**src/rtl/text_buffer_writer.sv**
```systemverilog
// Writer side of the character RAM: turns a stream of character codes into RAM writes,
// tracks the text cursor and performs full-screen and single-row clears.
module text_buffer_writer #(
  parameter int COLS   = 80,
  parameter int ROWS   = 30,
  parameter int ADDR_W = 14
) (
  input  logic              clk,
  input  logic              rst,
  input  logic [7:0]        charIn,
  input  logic              charValid,
  output logic              charReady,
  output logic [ADDR_W-1:0] writeIndex,
  output logic [7:0]        writeData,
  output logic              writeEnable,
  output logic [6:0]        cursorCol,
  output logic [4:0]        cursorRow,
  output logic              busy
);

  typedef enum logic [1:0] {
    CLEAR,
    IDLE,
    CLEAR_LINE
  } state_t;

  localparam logic [7:0]        SPACE     = 8'h20;
  localparam logic [6:0]        LAST_COL  = 7'(COLS - 1);
  localparam logic [4:0]        LAST_ROW  = 5'(ROWS - 1);
  localparam logic [6:0]        COL_ONE   = 7'd1;
  localparam logic [4:0]        ROW_ONE   = 5'd1;
  localparam logic [ADDR_W:0]   CNT_ONE   = (ADDR_W + 1)'(1);
  localparam logic [ADDR_W:0]   SCR_TOTAL = (ADDR_W + 1)'(COLS * ROWS);
  localparam logic [ADDR_W:0]   LINE_LEN  = (ADDR_W + 1)'(COLS);
  localparam logic [ADDR_W-1:0] IDX_ONE   = ADDR_W'(1);

  state_t              r_state;
  logic [ADDR_W:0]     r_count;
  logic [6:0]          r_col;
  logic [4:0]          r_row;
  logic                r_we;
  logic [ADDR_W-1:0]   r_idx;
  logic [7:0]          r_data;

  state_t              w_nState;
  logic [ADDR_W:0]     w_nCount;
  logic [6:0]          w_nCol;
  logic [4:0]          w_nRow;
  logic                w_nWe;
  logic [ADDR_W-1:0]   w_nIdx;
  logic [7:0]          w_nData;

  logic [ADDR_W-1:0]   w_rowBase;
  logic [ADDR_W-1:0]   w_curIdx;
  logic [4:0]          w_rowInc;

  assign w_rowBase = ADDR_W'(r_row) * ADDR_W'(COLS);
  assign w_curIdx  = w_rowBase + ADDR_W'(r_col);
  assign w_rowInc  = (r_row == LAST_ROW) ? 5'd0 : r_row + ROW_ONE;

  // The counter runs one past the last index so the final write is visible
  // before the state returns to IDLE.
  always_comb begin
    w_nState = r_state;
    w_nCount = r_count;
    w_nCol   = r_col;
    w_nRow   = r_row;
    w_nWe    = 1'b0;
    w_nIdx   = r_idx;
    w_nData  = r_data;
    case (r_state)
      CLEAR: begin
        if (r_count == SCR_TOTAL) begin
          w_nState = IDLE;
          w_nCol   = 7'd0;
          w_nRow   = 5'd0;
        end else begin
          w_nWe    = 1'b1;
          w_nIdx   = r_count[ADDR_W-1:0];
          w_nData  = SPACE;
          w_nCount = r_count + CNT_ONE;
        end
      end
      CLEAR_LINE: begin
        if (r_count == LINE_LEN) begin
          w_nState = IDLE;
        end else begin
          w_nWe    = 1'b1;
          w_nIdx   = w_rowBase + r_count[ADDR_W-1:0];
          w_nData  = SPACE;
          w_nCount = r_count + CNT_ONE;
        end
      end
      IDLE: begin
        if (charValid) begin
          if (charIn >= 8'h20 && charIn <= 8'h7E) begin
            w_nWe   = 1'b1;
            w_nIdx  = w_curIdx;
            w_nData = charIn;
            if (r_col != LAST_COL) begin
              w_nCol = r_col + COL_ONE;
            end else begin
              w_nCol   = 7'd0;
              w_nRow   = w_rowInc;
              w_nState = CLEAR_LINE;
              w_nCount = '0;
            end
          end else begin
            case (charIn)
              8'h0A: begin
                w_nCol   = 7'd0;
                w_nRow   = w_rowInc;
                w_nState = CLEAR_LINE;
                w_nCount = '0;
              end
              8'h0D: w_nCol = 7'd0;
              8'h08: begin
                if (r_col != 7'd0) begin
                  w_nCol  = r_col - COL_ONE;
                  w_nWe   = 1'b1;
                  w_nIdx  = w_curIdx - IDX_ONE;
                  w_nData = SPACE;
                end
              end
              // Cursor keeps its position until the full clear completes.
              8'h0C: begin
                w_nState = CLEAR;
                w_nCount = '0;
              end
              default: ;
            endcase
          end
        end
      end
      default: w_nState = CLEAR;
    endcase
  end

  always_ff @(posedge clk or negedge rst) begin
    if (!rst) begin
      r_state <= CLEAR;
      r_count <= '0;
      r_col   <= 7'd0;
      r_row   <= 5'd0;
      r_we    <= 1'b0;
      r_idx   <= '0;
      r_data  <= SPACE;
    end else begin
      r_state <= w_nState;
      r_count <= w_nCount;
      r_col   <= w_nCol;
      r_row   <= w_nRow;
      r_we    <= w_nWe;
      r_idx   <= w_nIdx;
      r_data  <= w_nData;
    end
  end

  assign charReady   = (r_state == IDLE);
  assign busy        = (r_state != IDLE);
  assign writeEnable = r_we;
  assign writeIndex  = r_idx;
  assign writeData   = r_data;
  assign cursorCol   = r_col;
  assign cursorRow   = r_row;

endmodule

```
**config.mk**
```make
export PLATFORM = sky130hd
export DESIGN_NAME = text_buffer_writer
export DESIGN_NICKNAME = d
export VERILOG_FILES = /design/src/rtl/text_buffer_writer.sv
export SDC_FILE = /design/constraint.sdc
export NUM_CORES = 1
export LEC_CHECK = 0
export ABC_CLOCK_PERIOD_IN_PS = 3760
export CAP_MARGIN = 10
export CORE_UTILIZATION = 24
export DETAILED_ROUTE_END_ITERATION = 16
export PLACE_DENSITY = 0.42
export RECOVER_POWER = 50
export SETUP_SLACK_MARGIN = 0.15
export SYNTH_ARGS = -nofsm -noshare
export SYNTH_HDL_FRONTEND = slang
export SYNTH_SLANG_ARGS = --single-unit
```
**constraint.sdc**
```tcl
create_clock -name clk -period 3.76 [get_ports clk]
set_clock_uncertainty 0.05 [all_clocks]
set_input_delay 0.752 -clock clk [delete_from_list [all_inputs] [get_ports clk]]
set_output_delay 0.752 -clock clk [all_outputs]
set_load 0.01 [all_outputs]
```
==> After elaboration in Yosys (flattened, before gate mapping) <==
Index checks and enable logic that the tools add are counted.
{ "totals": {"output_inout_bits": 37, "in_bits": 11, "regBits": 52} }
{ "classes": {"multipliers": 1, "reduce_logical": 12, "n_eq_ne": 24, "addsub": 7, "magnitude_cmp": 2, "mux": 49} }
{ "op_table": {"columns": ["op", "n"], "rows": [
  ["15-bit 2-to-1 mux", 6],
  ["14-bit 2-to-1 mux", 6],
  ["8-bit 2-to-1 mux", 6],
  ["15-bit case mux with 3 select lines", 1],
  ["14-bit case mux with 3 select lines", 1],
  ["7-bit 2-to-1 mux", 5],
  ["8-bit by 4-bit equality test with 1-bit output (second input constant)", 4],
  ["5-bit 2-to-1 mux", 6],
  ["7-bit case mux with 2 select lines", 2],
  ["8-bit case mux with 3 select lines", 1],
  ["15-bit by 1-bit adder with 15-bit output (second input constant)", 1],
  ["15-bit by 12-bit equality test with 1-bit output (second input constant)", 1],
  ["15-bit by 7-bit equality test with 1-bit output (second input constant)", 1],
  ["5-bit AND reduction", 3],
  ["12-bit by 14-bit adder with 14-bit output", 1],
  ["13-bit by 1-bit subtractor with 14-bit output (second input constant)", 1],
  ["12-bit by 7-bit adder with 13-bit output", 1],
  ["6-bit AND reduction", 2],
  ["2-bit 2-to-1 mux", 5],
  ["2-bit inequality test (second input constant)", 5],
  ["5-bit case mux with 2 select lines", 1],
  ["3-bit by 1-bit inequality test with 1-bit output (second input constant)", 3],
  ["8-bit by 6-bit >= comparator with 1-bit output (second input constant)", 1],
  ["8-bit by 7-bit less-or-equal comparator with 1-bit output (second input constant)", 1],
  ["other kinds (24)", 30]
]} }

==> Logic depth before layout (Yosys ltp) <==
Gate-level depths: netlist of the first run.
{ "depth": {"ltp_word": 8, "ltp_mapped": 13, "depth_no_buf": 13} }

==> Worst setup path after synthesis of the first run <==
No wires, ideal clock.
{ "synth_path": {"kind": "register to register", "start": "register r_row[2] (netlist: cursorRow[2])", "end": "register r_idx[12] (netlist: writeIndex[12])", "arrival_ps": 2927, "slack_ps": 651, "stages_incl_launch_ff": 13, "setup_time_ps": 132, "required_time_ps": 3578, "period_less_slack_ps": 3109, "path_cell_list": "dfrtp_1 > ha_1 > ha_1 > a21o_1 > a21oi_1 > xnor2_1 > ha_1 > or2_2 > a21oi_1 > a21oi_1 > xor2_1 > a221oi_1 > o21ai_0"} }
{ "synth_between": {"elab_chain_cells": 8, "elab_cells_between_ends": 10} }
{ "synth_rtl": {"columns": ["item", "line_no", "text"], "rows": [
  ["from (decl)", "40", "logic [4:0] r_row;"],
  ["from (signal assigned)", "152", "r_row <= w_nRow;"],
  ["5-bit by 3-bit multiplier with 8-bit output *", "57", "assign w_rowBase = ADDR_W'(r_row) * ADDR_W'(COLS);"],
  ["12-bit by 7-bit adder with 13-bit output", "58", "assign w_curIdx = w_rowBase + ADDR_W'(r_col);"],
  ["13-bit by 1-bit subtractor with 14-bit output", "121", "w_nIdx = w_curIdx - IDX_ONE;"],
  ["14-bit 2-to-1 mux", "118", "if (r_col != 7'd0) begin"],
  ["14-bit 2-to-1 mux", "109", "case (charIn)"],
  ["14-bit 2-to-1 mux", "96", "if (charIn >= 8'h20 && charIn <= 8'h7E) begin"],
  ["14-bit 2-to-1 mux", "95", "if (charValid) begin"],
  ["14-bit case mux with 3 select lines *", "71", "case (r_state)"],
  ["to (signal assigned)", "154", "r_idx <= w_nIdx;"],
  ["to (decl)", "42", "logic [ADDR_W-1:0] r_idx;"]
]} }
Mark *: on every way between the ends. The rest lies on a longest branch, timed or not. The select of a mux whose other input is x is not followed.
A chain may end at the register's enable or synchronous reset.

==> Worst setup path in the final report of the first run <==
{ "layout_path": {"start": "register r_row[2] (netlist: cursorRow[2])", "end": "register r_idx[13] (netlist: writeIndex[13])"} }
Same word-level chain as after synthesis.

==> results of run 1 <==
[kinds of logic (layout without fill, tap and decap cells)]
logic type,after synthesis,after routing
adder cells (fa/ha/maj),32,32
XOR/XNOR,22,22
buffers and inverters,38,89
AND/OR/NAND/NOR,170,170
flip-flops,52,52
AO/OA/AOI/OAI,151,151
multiplexers,5,5
[sequential cells by signal, summed over array words and instances, names as in the netlist]
name / count
writeData: 8
r_count: 15
cursorCol: 7
cursorRow: 5
r_state: 2
writeIndex: 14
writeEnable: 1
[worst paths after layout]
path / from / to / slack, ns
worst min-delay path: writeData[2]$_DFFE_PN0P_ / writeData[2]$_DFFE_PN0P_ / 0.41
min in group asynchronous: rst / cursorRow[3]$_DFFE_PN0P_ / 0.83
worst max register to register: cursorRow[2]$_DFFE_PN0P_ / writeIndex[13]$_DFFE_PN0P_ / 0.36
worst min register to register: writeData[2]$_DFFE_PN0P_ / writeData[2]$_DFFE_PN0P_ / 0.41
worst max-delay path: cursorRow[2]$_DFFE_PN0P_ / writeIndex[13]$_DFFE_PN0P_ / 0.36
max in group asynchronous: rst / r_state[1]$_DFFE_PN0P_ / 1.35
[per-stage QoR]
stage,utilization [%],cells
2_1_floorplan,-,470
3_3_place_gp,29.5,729
3_5_place_dp,29.5,729
4_1_cts,30.6,737
5_1_grt,30.7,737
6_report,30.7,737
[routing by layer]
metal | GRT usage, % | routed length [microns] | vias up
met5 | 0 | 0 | -
met4 | 4.67 | 168 | 0
met3 | 2.50 | 494 | 10
met2 | 23.9 | 5460 | 72
met1 | 20.9 | 6100 | 1810
li1 | - | - | 1834
[critical path, stage by stage, from the launching register on]
cell and delay [ns]:
dfrtp_1 0.48, ha_1 0.38, ha_1 0.30, a21o_1 0.17
a21oi_1 0.23, xnor2_2 0.22, ha_1 0.35, a21oi_1 0.14
nor2b_1 0.06, o21ai_0 0.12, o21ai_0 0.12, xor2_1 0.17
a221oi_1 0.34, o21ai_0 0.15
[report_power, final]
part	total [W]	leakage (nW)	switching [W]	internal, W
clock network	0.000581	0.0901	0.000230	0.000352
logic	0.0000436	1.40	0.0000286	0.0000150
registers	0.000559	0.663	0	0.000559
[cells in the mapped netlist, types with 2 or more instances]
| master | count | area [sq um] |
|---|---|---|
| nor2b_1 | 4 | 25.0 |
| a221oi_1 | 8 | 70.1 |
| o21ai_1 | 2 | 10.0 |
| o21a_1 | 2 | 15.0 |
| nand3_1 | 22 | 110 |
| and4b_1 | 2 | 20.0 |
| nor4_1 | 3 | 18.8 |
| o22ai_1 | 2 | 12.5 |
| xnor2_1 | 12 | 105 |
| o21ai_0 | 61 | 305 |
| nand3b_1 | 3 | 22.5 |
| nand4_1 | 3 | 18.8 |
| o22a_1 | 2 | 17.5 |
| nand4b_1 | 3 | 26.3 |
| nor2_1 | 37 | 139 |
| clkbuf_1 | 10 | 37.5 |
| nand2b_1 | 6 | 37.5 |
| a21o_1 | 6 | 45.0 |
| o41ai_1 | 2 | 17.5 |
| a21oi_1 | 14 | 70.1 |
| a21boi_0 | 2 | 15.0 |
| dfrtp_1 | 51 | 1280 |
| nand2_1 | 57 | 214 |
| nor3_1 | 6 | 30.0 |
| xor2_1 | 10 | 87.6 |
| a22o_1 | 2 | 17.5 |
| a31oi_1 | 14 | 87.6 |
| a211oi_1 | 4 | 30.0 |
| and3_1 | 7 | 43.8 |
| mux2i_1 | 5 | 50.1 |
| ha_1 | 29 | 363 |
| a32oi_1 | 4 | 35.0 |
| o31ai_1 | 12 | 90.1 |
| buf_2 | 9 | 45.0 |
| or2_2 | 3 | 18.8 |
| and2_1 | 6 | 37.5 |
| inv_1 | 17 | 63.8 |
| fa_1 | 3 | 60.1 |
| nor4b_1 | 3 | 26.3 |
[layout make-up]
class                      count  share of cell area [%]
tap                          216                    5.51
clock inverter                 1                   0.612
timing repair buffer          63                    11.8
clock buffer                   7                    3.11
inverter                      18                    1.38
multi-input combinational    380                    51.1
sequential                    52                    26.6
==> flow_metrics.env, run 1 <==
export IMPL_status="finished, violations left"
export IMPL_violations="capacitance limit, slew limit"
export IMPL_track_usage_pct=15.1
export IMPL_maxCapViolCount=1
export IMPL_final_cell_mix="61 x o21ai_0, 57 x nand2_1, 51 x dfrtp_1, 37 x nor2_1, 29 x ha_1"
export IMPL_peakVddDrop_mv=0.215
export IMPL_syn_to_final_growth_pct=24.1
export IMPL_endpoint_kind="register"
export IMPL_yosys_area_share_xor_xnor_pct=4.87
export IMPL_dr_total_vias=3726
export IMPL_setup_slack_ns=0.357
export IMPL_relSlewSlack_pct=-14.2
export IMPL_fp_dieW_microns=130
export IMPL_synth_edf_count=0
export IMPL_required_ns=3.89
export IMPL_drtIter0Drc=316
export IMPL_fmax_mhz=294
export IMPL_ys_warn_count=0
export IMPL_reg2regPathDepth=13
export IMPL_slew_violations=27
export IMPL_syn_cell_area_sq_um=3950
export IMPL_crit_path_start_kind="register"
export IMPL_nets=563
export IMPL_p_total_w=0.00118
export IMPL_cts_tree="yes"
export IMPL_initial_utilization_pct=24.7
export IMPL_portBuffers=47
export IMPL_arrival_ns=3.54
export IMPL_min_path_cells=2
export IMPL_p_per_area_nw_per_um2=241
export IMPL_die_area_sq_um=17000
export IMPL_synth_area_per_cell_sq_um=8.41
export IMPL_synth_simple_area_share_pct=21.2
export IMPL_cts_buffer_depth=2
export IMPL_clock_sink_count=52
export IMPL_synth_adder_area_share_pct=10.7
export IMPL_clock_root_buffer="clkbuf_16"
export IMPL_cts_inserted_buffers=5
export IMPL_fin_setup_tns_ns=0
export IMPL_fin_crit_sh_pct=90.5
export IMPL_wl_per_cell_microns=16.6
export IMPL_die_h_microns=130
export IMPL_hp_class="reg -> reg"
export IMPL_via_per_inst=5.06
export IMPL_fin_area_sq_um=4900
export IMPL_synth_top_family_by_area="compound AO/OA/AOI/OAI gates"
export IMPL_place_area_sq_um=4720
export IMPL_power_leakage_nw=2.15
export IMPL_hold_viol_final=0
export IMPL_hpwl_mm=9.05
export IMPL_cts_setup_buffers=0
export IMPL_totalWireLength_mm=12.2
export IMPL_drcViolationCount=0
export IMPL_hold_slack_ns=0.412
export IMPL_synth_compound_area_share_pct=24.9
export IMPL_first_pass_iters=4
export IMPL_rsz0062_at_grt="no"
export IMPL_grt_start_max_net_pins=43
export IMPL_antenna_cells=0
export IMPL_overflow=0
export IMPL_setup_violations=0
export IMPL_min_period_ns=3.40
export IMPL_core_area_sq_um=16000
export IMPL_yosys_mux_area_fraction_pct=1.27
export IMPL_row_count=46
export IMPL_postRouteAntennaNets=0
export IMPL_synth_nets=513
export IMPL_tightestPinTransition_ns=1.71
export IMPL_clk_insertion_delay_late_ns=0.31
export IMPL_multi_input_area_sq_um=2500
export IMPL_clkTransAtPathRegs_ns=0.07
export IMPL_fill_cells=1759
export IMPL_place_ws_ns=0.334
export IMPL_syn_inst=470
export IMPL_cts_resized=0
export IMPL_cts_hold_buf=0
export IMPL_cp_max_fo=8
export IMPL_path_class="reg -> reg"
export IMPL_synthArstFlopShare_pct=100
export IMPL_place_congestion=0.819
export IMPL_synth_ff_type="dfrtp_1"
export IMPL_ys_ff_latch=52
export IMPL_synth_seq_area_share_pct=32.9
export IMPL_ys_types=61
export IMPL_drive_above_1_share_pct=7.10
export IMPL_h_tree_depth=2
export IMPL_grt_pass1_vias=3628
export IMPL_seq_area_sq_um=1300
export IMPL_final_common_cell="o21ai_0"
export IMPL_grt_pass1_wl_mm=19.6
export IMPL_antenna_found_initial=0
export IMPL_ios=48
(Power assumes the default switching activity.)
==> inputs of run 2 (changes only) <==
--- a/config.mk
+++ b/config.mk
@@ -5,6 +5,7 @@
 export SDC_FILE = /design/constraint.sdc
 export NUM_CORES = 1
 export LEC_CHECK = 0
+export ABC_AREA = 0
 export ABC_CLOCK_PERIOD_IN_PS = 3760
 export CAP_MARGIN = 10
 export CORE_UTILIZATION = 24
==> results of run 2 <==
Same layout as run 1: the final DEF is identical, and so are final timing and power.
==> inputs of run 3 (changes only) <==
--- a/config.mk
+++ b/config.mk
@@ -13,6 +13,7 @@
 export PLACE_DENSITY = 0.42
 export RECOVER_POWER = 50
 export SETUP_SLACK_MARGIN = 0.15
+export SLEW_MARGIN = 0
 export SYNTH_ARGS = -nofsm -noshare
 export SYNTH_HDL_FRONTEND = slang
 export SYNTH_SLANG_ARGS = --single-unit
==> results of run 3 <==
Same layout as run 1: the final DEF is identical, and so are final timing and power.
